File: config.mk
export PLATFORM = sky130hd
export DESIGN_NAME = alu_exec_unit
export DESIGN_NICKNAME = d
export VERILOG_FILES = /design/src/rtl/alu_exec_unit.sv
export SDC_FILE = /design/constraint.sdc
export NUM_CORES = 1
export LEC_CHECK = 0
export CAP_MARGIN = 20
export CORE_MARGIN = 5
export CORE_UTILIZATION = 35
export DETAILED_ROUTE_END_ITERATION = 10
export GPL_ROUTABILITY_DRIVEN = 0
export PLACE_DENSITY_LB_ADDON = 0.15
export SYNTH_ARGS = -nofsm -noshare
export SYNTH_HDL_FRONTEND = slang
export SYNTH_SLANG_ARGS = --single-unit
File: constraint.sdc
create_clock -name clk -period 10.25 [get_ports clk]
set_clock_uncertainty 0.05 [all_clocks]
set_input_delay 1.5375 -clock clk [delete_from_list [all_inputs] [get_ports clk]]
set_output_delay 1.5375 -clock clk [all_outputs]
set_load 0.01 [all_outputs]
File: src/rtl/alu_exec_unit.sv
// Single-cycle RV32I integer execution unit feeding the execution CDB.
// Instruction codes live in alu_pkg and are shared with the decode side.
package alu_pkg;
  localparam logic [5:0] C_LUI   = 6'd1;
  localparam logic [5:0] C_AUIPC = 6'd2;
  localparam logic [5:0] C_JAL   = 6'd3;
  localparam logic [5:0] C_JALR  = 6'd4;
  localparam logic [5:0] C_BEQ   = 6'd5;
  localparam logic [5:0] C_BNE   = 6'd6;
  localparam logic [5:0] C_BLT   = 6'd7;
  localparam logic [5:0] C_BGE   = 6'd8;
  localparam logic [5:0] C_BLTU  = 6'd9;
  localparam logic [5:0] C_BGEU  = 6'd10;
  localparam logic [5:0] C_ADDI  = 6'd19;
  localparam logic [5:0] C_SLTI  = 6'd20;
  localparam logic [5:0] C_SLTIU = 6'd21;
  localparam logic [5:0] C_XORI  = 6'd22;
  localparam logic [5:0] C_ORI   = 6'd23;
  localparam logic [5:0] C_ANDI  = 6'd24;
  localparam logic [5:0] C_SLLI  = 6'd25;
  localparam logic [5:0] C_SRLI  = 6'd26;
  localparam logic [5:0] C_SRAI  = 6'd27;
  localparam logic [5:0] C_ADD   = 6'd28;
  localparam logic [5:0] C_SUB   = 6'd29;
  localparam logic [5:0] C_SLL   = 6'd30;
  localparam logic [5:0] C_SLT   = 6'd31;
  localparam logic [5:0] C_SLTU  = 6'd32;
  localparam logic [5:0] C_XOR   = 6'd33;
  localparam logic [5:0] C_SRL   = 6'd34;
  localparam logic [5:0] C_SRA   = 6'd35;
  localparam logic [5:0] C_OR    = 6'd36;
  localparam logic [5:0] C_AND   = 6'd37;
endpackage

module alu_exec_unit #(
  parameter int XLEN   = 32,
  parameter int ROBIDW = 32
) (
  input  logic              clk,
  input  logic              rst,
  input  logic              rdy,
  input  logic              jump_wrong_stall,
  input  logic              in_flag,
  input  logic [XLEN-1:0]   in_V1,
  input  logic [XLEN-1:0]   in_V2,
  input  logic [XLEN-1:0]   in_A,
  input  logic [XLEN-1:0]   in_pc,
  input  logic [5:0]        in_code,
  input  logic [ROBIDW-1:0] in_rob_id,
  output logic              ex_cdb_flag,
  output logic [ROBIDW-1:0] ex_cdb_rob_id,
  output logic [XLEN-1:0]   ex_cdb_val,
  output logic              ex_cdb_jump,
  output logic [XLEN-1:0]   ex_cdb_target
);
  import alu_pkg::*;

  localparam logic [XLEN-1:0] ONE  = XLEN'(1);
  localparam logic [XLEN-1:0] FOUR = XLEN'(4);

  logic            use_v2;
  logic [XLEN-1:0] opb;
  logic [4:0]      sh;
  logic [XLEN-1:0] pc4;
  logic [XLEN-1:0] pc_a;
  logic            lt_s;
  logic            lt_u;
  logic            eq;
  logic            cond;
  logic            is_br;
  logic [XLEN-1:0] res_val;
  logic            res_jump;
  logic [XLEN-1:0] res_tgt;

  // R-type and branches compare/operate on rs2; everything else on the immediate
  assign use_v2 = (in_code >= C_ADD && in_code <= C_AND)
               || (in_code >= C_BEQ && in_code <= C_BGEU);
  assign opb  = use_v2 ? in_V2 : in_A;
  assign sh   = opb[4:0];
  assign pc4  = in_pc + FOUR;
  assign pc_a = in_pc + in_A;
  assign lt_s = $signed(in_V1) < $signed(opb);
  assign lt_u = in_V1 < opb;
  assign eq   = in_V1 == opb;

  always_comb begin
    cond  = 1'b0;
    is_br = 1'b1;
    case (in_code)
      C_BEQ:   cond = eq;
      C_BNE:   cond = !eq;
      C_BLT:   cond = lt_s;
      C_BGE:   cond = !lt_s;
      C_BLTU:  cond = lt_u;
      C_BGEU:  cond = !lt_u;
      default: is_br = 1'b0;
    endcase
  end

  always_comb begin
    res_val  = '0;
    res_jump = 1'b0;
    res_tgt  = pc4;
    case (in_code)
      C_ADD, C_ADDI:   res_val = in_V1 + opb;
      C_SUB:           res_val = in_V1 - opb;
      C_SLL, C_SLLI:   res_val = in_V1 << sh;
      C_SLT, C_SLTI:   res_val = lt_s ? ONE : '0;
      C_SLTU, C_SLTIU: res_val = lt_u ? ONE : '0;
      C_XOR, C_XORI:   res_val = in_V1 ^ opb;
      C_SRL, C_SRLI:   res_val = in_V1 >> sh;
      C_SRA, C_SRAI:   res_val = $signed(in_V1) >>> sh;
      C_OR, C_ORI:     res_val = in_V1 | opb;
      C_AND, C_ANDI:   res_val = in_V1 & opb;
      C_LUI:           res_val = in_A;
      C_AUIPC:         res_val = pc_a;
      C_JAL: begin
        res_val  = pc4;
        res_jump = 1'b1;
        res_tgt  = pc_a;
      end
      C_JALR: begin
        res_val  = pc4;
        res_jump = 1'b1;
        res_tgt  = (in_V1 + in_A) & ~ONE;
      end
      default: begin
        if (is_br) begin
          res_jump = cond;
          res_tgt  = cond ? pc_a : pc4;
        end
      end
    endcase
  end

  always_ff @(posedge clk) begin
    if (rst) begin
      ex_cdb_flag   <= 1'b0;
      ex_cdb_rob_id <= '0;
      ex_cdb_val    <= '0;
      ex_cdb_jump   <= 1'b0;
      ex_cdb_target <= '0;
    end else if (jump_wrong_stall) begin
      ex_cdb_flag <= 1'b0;
    end else if (rdy) begin
      ex_cdb_flag <= in_flag;
      if (in_flag) begin
        ex_cdb_rob_id <= in_rob_id;
        ex_cdb_val    <= res_val;
        ex_cdb_jump   <= res_jump;
        ex_cdb_target <= res_tgt;
      end
    end
  end
endmodule
==> After elaboration in Yosys (flattened, before gate mapping) <==
Cells that the tools add are included.
{ "op_classes": {"addsub": 5, "n_eq_ne": 30, "n_bitwise": 4, "order_cmp": 6, "n_shift": 3, "mux": 11, "reduce_logical": 20} }
{ "ops": {"columns": ["operator", "n"], "rows": [
  ["case mux 32 bit (13 select lines)", 1],
  ["adder 32 bit", 3],
  ["2-to-1 mux 32 bit", 3],
  ["case mux 32 bit (3 select lines)", 1],
  ["== test 6 x 5 -> 1 bit, second input constant", 13],
  ["< comparator 32 bit", 2],
  ["== test 6 bit, second input constant", 6],
  ["adder 32 x 3 -> 32 bit, second input constant", 1],
  ["bitwise AND 32 bit", 1],
  ["== test 32 bit", 1],
  ["OR 32 bit", 1],
  ["<< shifter 32 x 5 -> 32 bit", 1],
  ["right shift 32 x 5 -> 32 bit", 1],
  [">>> shifter 32 x 5 -> 32 bit", 1],
  ["subtractor 32 bit", 1],
  ["bitwise XOR 32 bit", 1],
  ["== test 6 x 3 -> 1 bit, second input constant", 4],
  ["OR reduction 2 bit", 11],
  ["OR reduction 21 bit", 1],
  ["== test 6 x 4 -> 1 bit, second input constant", 3],
  ["== test 6 x 2 -> 1 bit, second input constant", 2],
  ["== test 6 x 1 -> 1 bit, second input constant", 1],
  ["greater-or-equal comparator 6 x 3 -> 1 bit, second input constant", 1],
  ["greater-or-equal comparator 6 x 5 -> 1 bit, second input constant", 1],
  ["other kinds (11)", 17]
]} }
{ "totals": {"regBits": 98, "wordCells": 84, "in_bits": 171, "output_inout_bits": 98} }

==> Depth between registers and ports, before layout <==
{ "logic_depth": {"depth_word": 10, "ltp_mapped": 26, "ltp_nobuf": 20} }

==> Least setup slack after synthesis <==
No wires, ideal clock.
{ "synth_timing": {"path_kind": "input-to-reg", "from": "in in_code[2]", "to": "reg ex_cdb_val[31]", "setup_slack_ns": 3.837, "stages": 23, "arrival_time_ns": 6.244, "setup_time_ns": 0.120, "path_buffers": 5, "t_required_ns": 10.080, "path_cell_list": "buf_2 > nor2_1 > a22oi_4 > buf_6 > nand2_1 > clkbuf_1 > clkbuf_1 > mux2_2 > inv_1 > ha_1 > clkbuf_1 > nand2_1 > o21a_1 > o41ai_1 > a211oi_1 > a211oi_1 > or4_4 > a41o_1 > or4_1 > a31oi_1 > xnor2_1 > o31ai_2 > o31a_1"} }
{ "synth_between": {"elab_chain_len": 6, "elab_cells_between_ends": 50, "classes_between": "2 x add/sub; 4 x order compare; 23 x eq/ne; 3 x shift; 2 x mux; 3 x bitwise; 13 x reduce/logical"} }
{ "synth_lines": {"columns": ["item", "line", "source"], "rows": [
  ["start, declared", "48", "input logic [5:0] in_code,"],
  ["greater-or-equal comparator 6 x 5 -> 1 bit, or another cell as far along", "76", "assign use_v2 = (in_code >= C_ADD && in_code <= C_AND)"],
  ["logical AND 1 bit (on tied branches)", "76, 77", null],
  ["logical OR 1 bit", "77", "|| (in_code >= C_BEQ && in_code <= C_BGEU);"],
  ["2-to-1 mux 32 bit", "78", "assign opb = use_v2 ? in_V2 : in_A;"],
  ["subtractor 32 bit, or another cell as far along", "106", "C_SUB: res_val = in_V1 - opb;"],
  ["case mux 32 bit (13 select lines) (*)", "104", "case (in_code)"],
  ["end signal, assigned", "149", "ex_cdb_val <= res_val;"],
  ["end, declared", "52", "output logic [XLEN-1:0] ex_cdb_val,"]
]} }
Every way passes the cells marked *; elsewhere a longest branch is shown, timed or not.
A chain may end at the register's enable or synchronous reset.

==> Final worst setup path <==
{ "layout_timing": {"from": "in in_code[0]", "to": "reg ex_cdb_target[20]"} }
{ "layout_between": {"elab_chain_len": 10, "elab_cells_between_ends": 50, "classes_between": "6 x order compare; 30 x eq/ne; 6 x mux; 8 x reduce/logical"} }
{ "layout_lines": {"columns": ["item", "line", "source"], "rows": [
  ["greater-or-equal comparator 6 x 5 -> 1 bit, or another cell as far along", "76", null],
  ["logical AND 1 bit (on tied branches)", "76, 77", null],
  ["logical OR 1 bit", "77", null],
  ["2-to-1 mux 32 bit", "78", null],
  ["< comparator 32 bit, or another cell as far along", "83", "assign lt_u = in_V1 < opb;"],
  ["zero test 1 bit (on tied branches)", "95, 91, 93", null],
  ["case mux 1 bit (6 select lines)", "89", "case (in_code)"],
  ["2-to-1 mux 32 bit", "130", "res_tgt = cond ? pc_a : pc4;"],
  ["2-to-1 mux 32 bit", "128", "if (is_br) begin"],
  ["case mux 32 bit (3 select lines) (*)", "104", null],
  ["end signal, assigned", "151", "ex_cdb_target <= res_tgt;"],
  ["end, declared", "54", "output logic [XLEN-1:0] ex_cdb_target"]
]} }
Marked as above.

==> metrics.txt <==
Synth top cells by count a21oi_1 (285), nand2_1 (270), nor2_1 (208); Net Sw Frac 51.3%; worst setup path category input pin to flop; routed len/inst 28.2 um; Min-Delay Path Class flop to flop; Yosys warnings 0; chip height 235 um; top-count cell post-synth a21oi_1; RSZ-0062 raised after global routing no; Primary FF master, synth dfxtp_1; Clock Latency Late Sink 390 ps; Initial DRC Count 3966; GRT Total Usage 32.6%; DRC viols 0; chip width 235 um; Worst EP arrival 8660 ps; Finished Core Util 42.5%; H-tree depth 3; Yosys top cell by area dfxtp_1; Rel. slew slack 20.1%; post-synthesis cell type count 102; ANT nets after route 0; sequential power share 19.1%; PD cells 98.7 nW/um2; Worst-path clk slew 80 ps; gr ovfl total 0; Post-Syn Instances 2622; Layout area overhead 19.8%; RR Endpoint ex_cdb_val[26]; Pwr Total 2.10 mW; Top Ports 269; DRT Pass-1 Iters 9; Setup WS pre-CTS 1570 ps; CP peak stage delay 910 ps; clk buf depth 2; CP max FO 25; crit-path cells clkdlybuf4s50_1 > and2_1 > o21ai_1 > a22oi_4 > nand2_1 > buf_4 > mux2_2 > inv_1 > ha_1 > or4_1 > nor4_1 > and3_1 > nand4_1 > nor3_1 > a21oi_1 > o21ai_0 > o2111ai_4 > nand2b_1 > a221oi_1 > a211oi_1; diodes inserted 0; Syn Std Cell Area 17800 um2; Comb power frac 62.7%; clock power share 18.2%; Tmin final 8490 ps; vias in the first global route 21400; Placed Cells 3437; final WL 97300 um; top cell type's share of synthesized area 11.0%; DR vias 23000; Post-synth EDFFs 0; Finished Layout Cells 3454; hpwl dp 76700 um; Setup-failing EPs final 0; Yosys reg bits 98; ys async rst share 0%; Finished Cell Area 21300 um2; RR Startpoint ex_cdb_val[26]; FP Rows 82; Clock Tree Root clkbuf_16; CTS Buf Count 9; CTS tree built; Slowest cell on crit path clkdlybuf4s50_1; final worst hold slack 404 ps; Hold EP ex_cdb_rob_id[17]; Max Cap Viol 0; Worst-Margin Slew 1200 ps; Net count, final 3103; initial antenna violation count 8; Worst VDD drop 0.0000821 V; Internal Power 1.02 mW; share of layout cells above drive strength 1 6.22%; TNS Setup 0 ps; Hold Buf Count CTS 0; Final Hold Fails 0; Worst EP required 10420 ps; critical path endpoint category flop; setup repair bufs after CTS 0; pin count of the biggest net entering global routing 72; Core Box Area 50200 um2; starting density of the core 35.5%; cell area after placement 21000 um2; Slew Limit Fails 0; share of the yosys chip area belonging to registers 11.0%; first-pass GRT wire length 141000 um; hold wc startpoint ex_cdb_rob_id[17]; leakage power 8.09 nW; Mapped Avg Cell Area 6.78 um2; Die ar. 55400 um2; R2R setup slack 7570 ps; top post-synthesis cells by area dfxtp_1 (11%), ha_1 (11%), a21oi_1 (8.0%), nand2_1 (5.7%), o21ai_0 (5.6%); TritonCTS Sinks 98; outcome complete, no violations; Final WS setup 1760 ps; synthesized netlist net count 2948; period utilisation layout 82.8%; Hold Path Cell Cnt 2; max frequency 118 MHz; port bufs 268; NetSw 1.08 mW; cts repair resizes 0; average vias per placed instance 6.67; worst r2r path cells 8; CP Launch Type input pin
[how the worst max path moves through the flow]
stage,startpoint,to,slack [ps],depth (start not counted)
global placement,in_code[1],ex_cdb_target[24],1820,20
detailed placement,in_code[0],ex_cdb_target[22],1570,20
floorplan,in_code[2],ex_cdb_val[31],3840,23
global route,in_code[0],ex_cdb_target[20],1490,20
CTS,in_code[0],ex_cdb_target[22],1970,20
finish,in_code[0],ex_cdb_target[20],1760,20
[state kept, by name, indices dropped and copies added (netlist names)]
name / count
ex_cdb_target: 32
ex_cdb_jump: 1
ex_cdb_flag: 1
ex_cdb_rob_id: 32
ex_cdb_val: 32
[worst max-delay path, delay by kind of cell]
kind	cells	cell delay [ps]
compound gates	7	2140
fa+ha+maj	1	360
mux	1	300
simple gates	8	2880
buf+inv	3	1400
[per-layer routing]
metal	part of all wire (%)	wire length, um	global-route usage, %
met5	0.083	81	0
met4	6.2	6060	16.4
met3	13	12200	9.36
met2	42	40700	49.0
met1	39	38300	42.6
[area by class of cell]
cell class,count,area (um2)
Clock buffer,9,225
Sequential cell,98,1960
Clock inverter,7,81.3
Timing Repair Buffer,321,3080
Tap cell,672,841
Fill cell,5215,28900
Inverter,115,432
Multi-Input combinational cell,2232,14700
[power by group through the flow]
stage          Combinational (mW)  Clock [mW]  Sequential, mW
3_3_place_gp                 1.25           0           0.410
6_report                     1.32       0.384           0.401
5_1_grt                      1.38       0.402           0.402
4_1_cts                      1.26       0.392           0.401
2_1_floorplan               0.797           0           0.413
3_5_place_dp                 1.25           0           0.410
[cells by family (layout without fill, tap and decap cells)]
kind of cell | after synthesis | count (layout) | share of synthesized area [%]
adder cells (fa/ha/maj) | 155 | 155 | 11.0
multiplexers | 91 | 91 | 5.40
AO/OA/AOI/OAI | 1031 | 1031 | 38.5
flip-flops | 98 | 98 | 11.0
AND/OR/NAND/NOR | 848 | 848 | 22.1
XOR/XNOR | 107 | 107 | 5.27
buffers and inverters | 292 | 452 | 6.63
[cells in the final DEF (no fill, tap or decap), types with 36 or more instances in the layout]
master,instances
a21oi_1,284
nand2_1,269
clkdlybuf4s50_1,267
o21ai_0,200
nor2_1,199
ha_1,152
nand3_1,125
inv_1,110
dfxtp_1,98
nor3_1,77
xnor2_1,71
o211ai_1,55
a221oi_1,52
buf_4,52
mux2i_1,51
a21o_1,47
a211oi_1,40
mux2_2,37
xor2_1,36
Power figures use the tool's default switching activity.
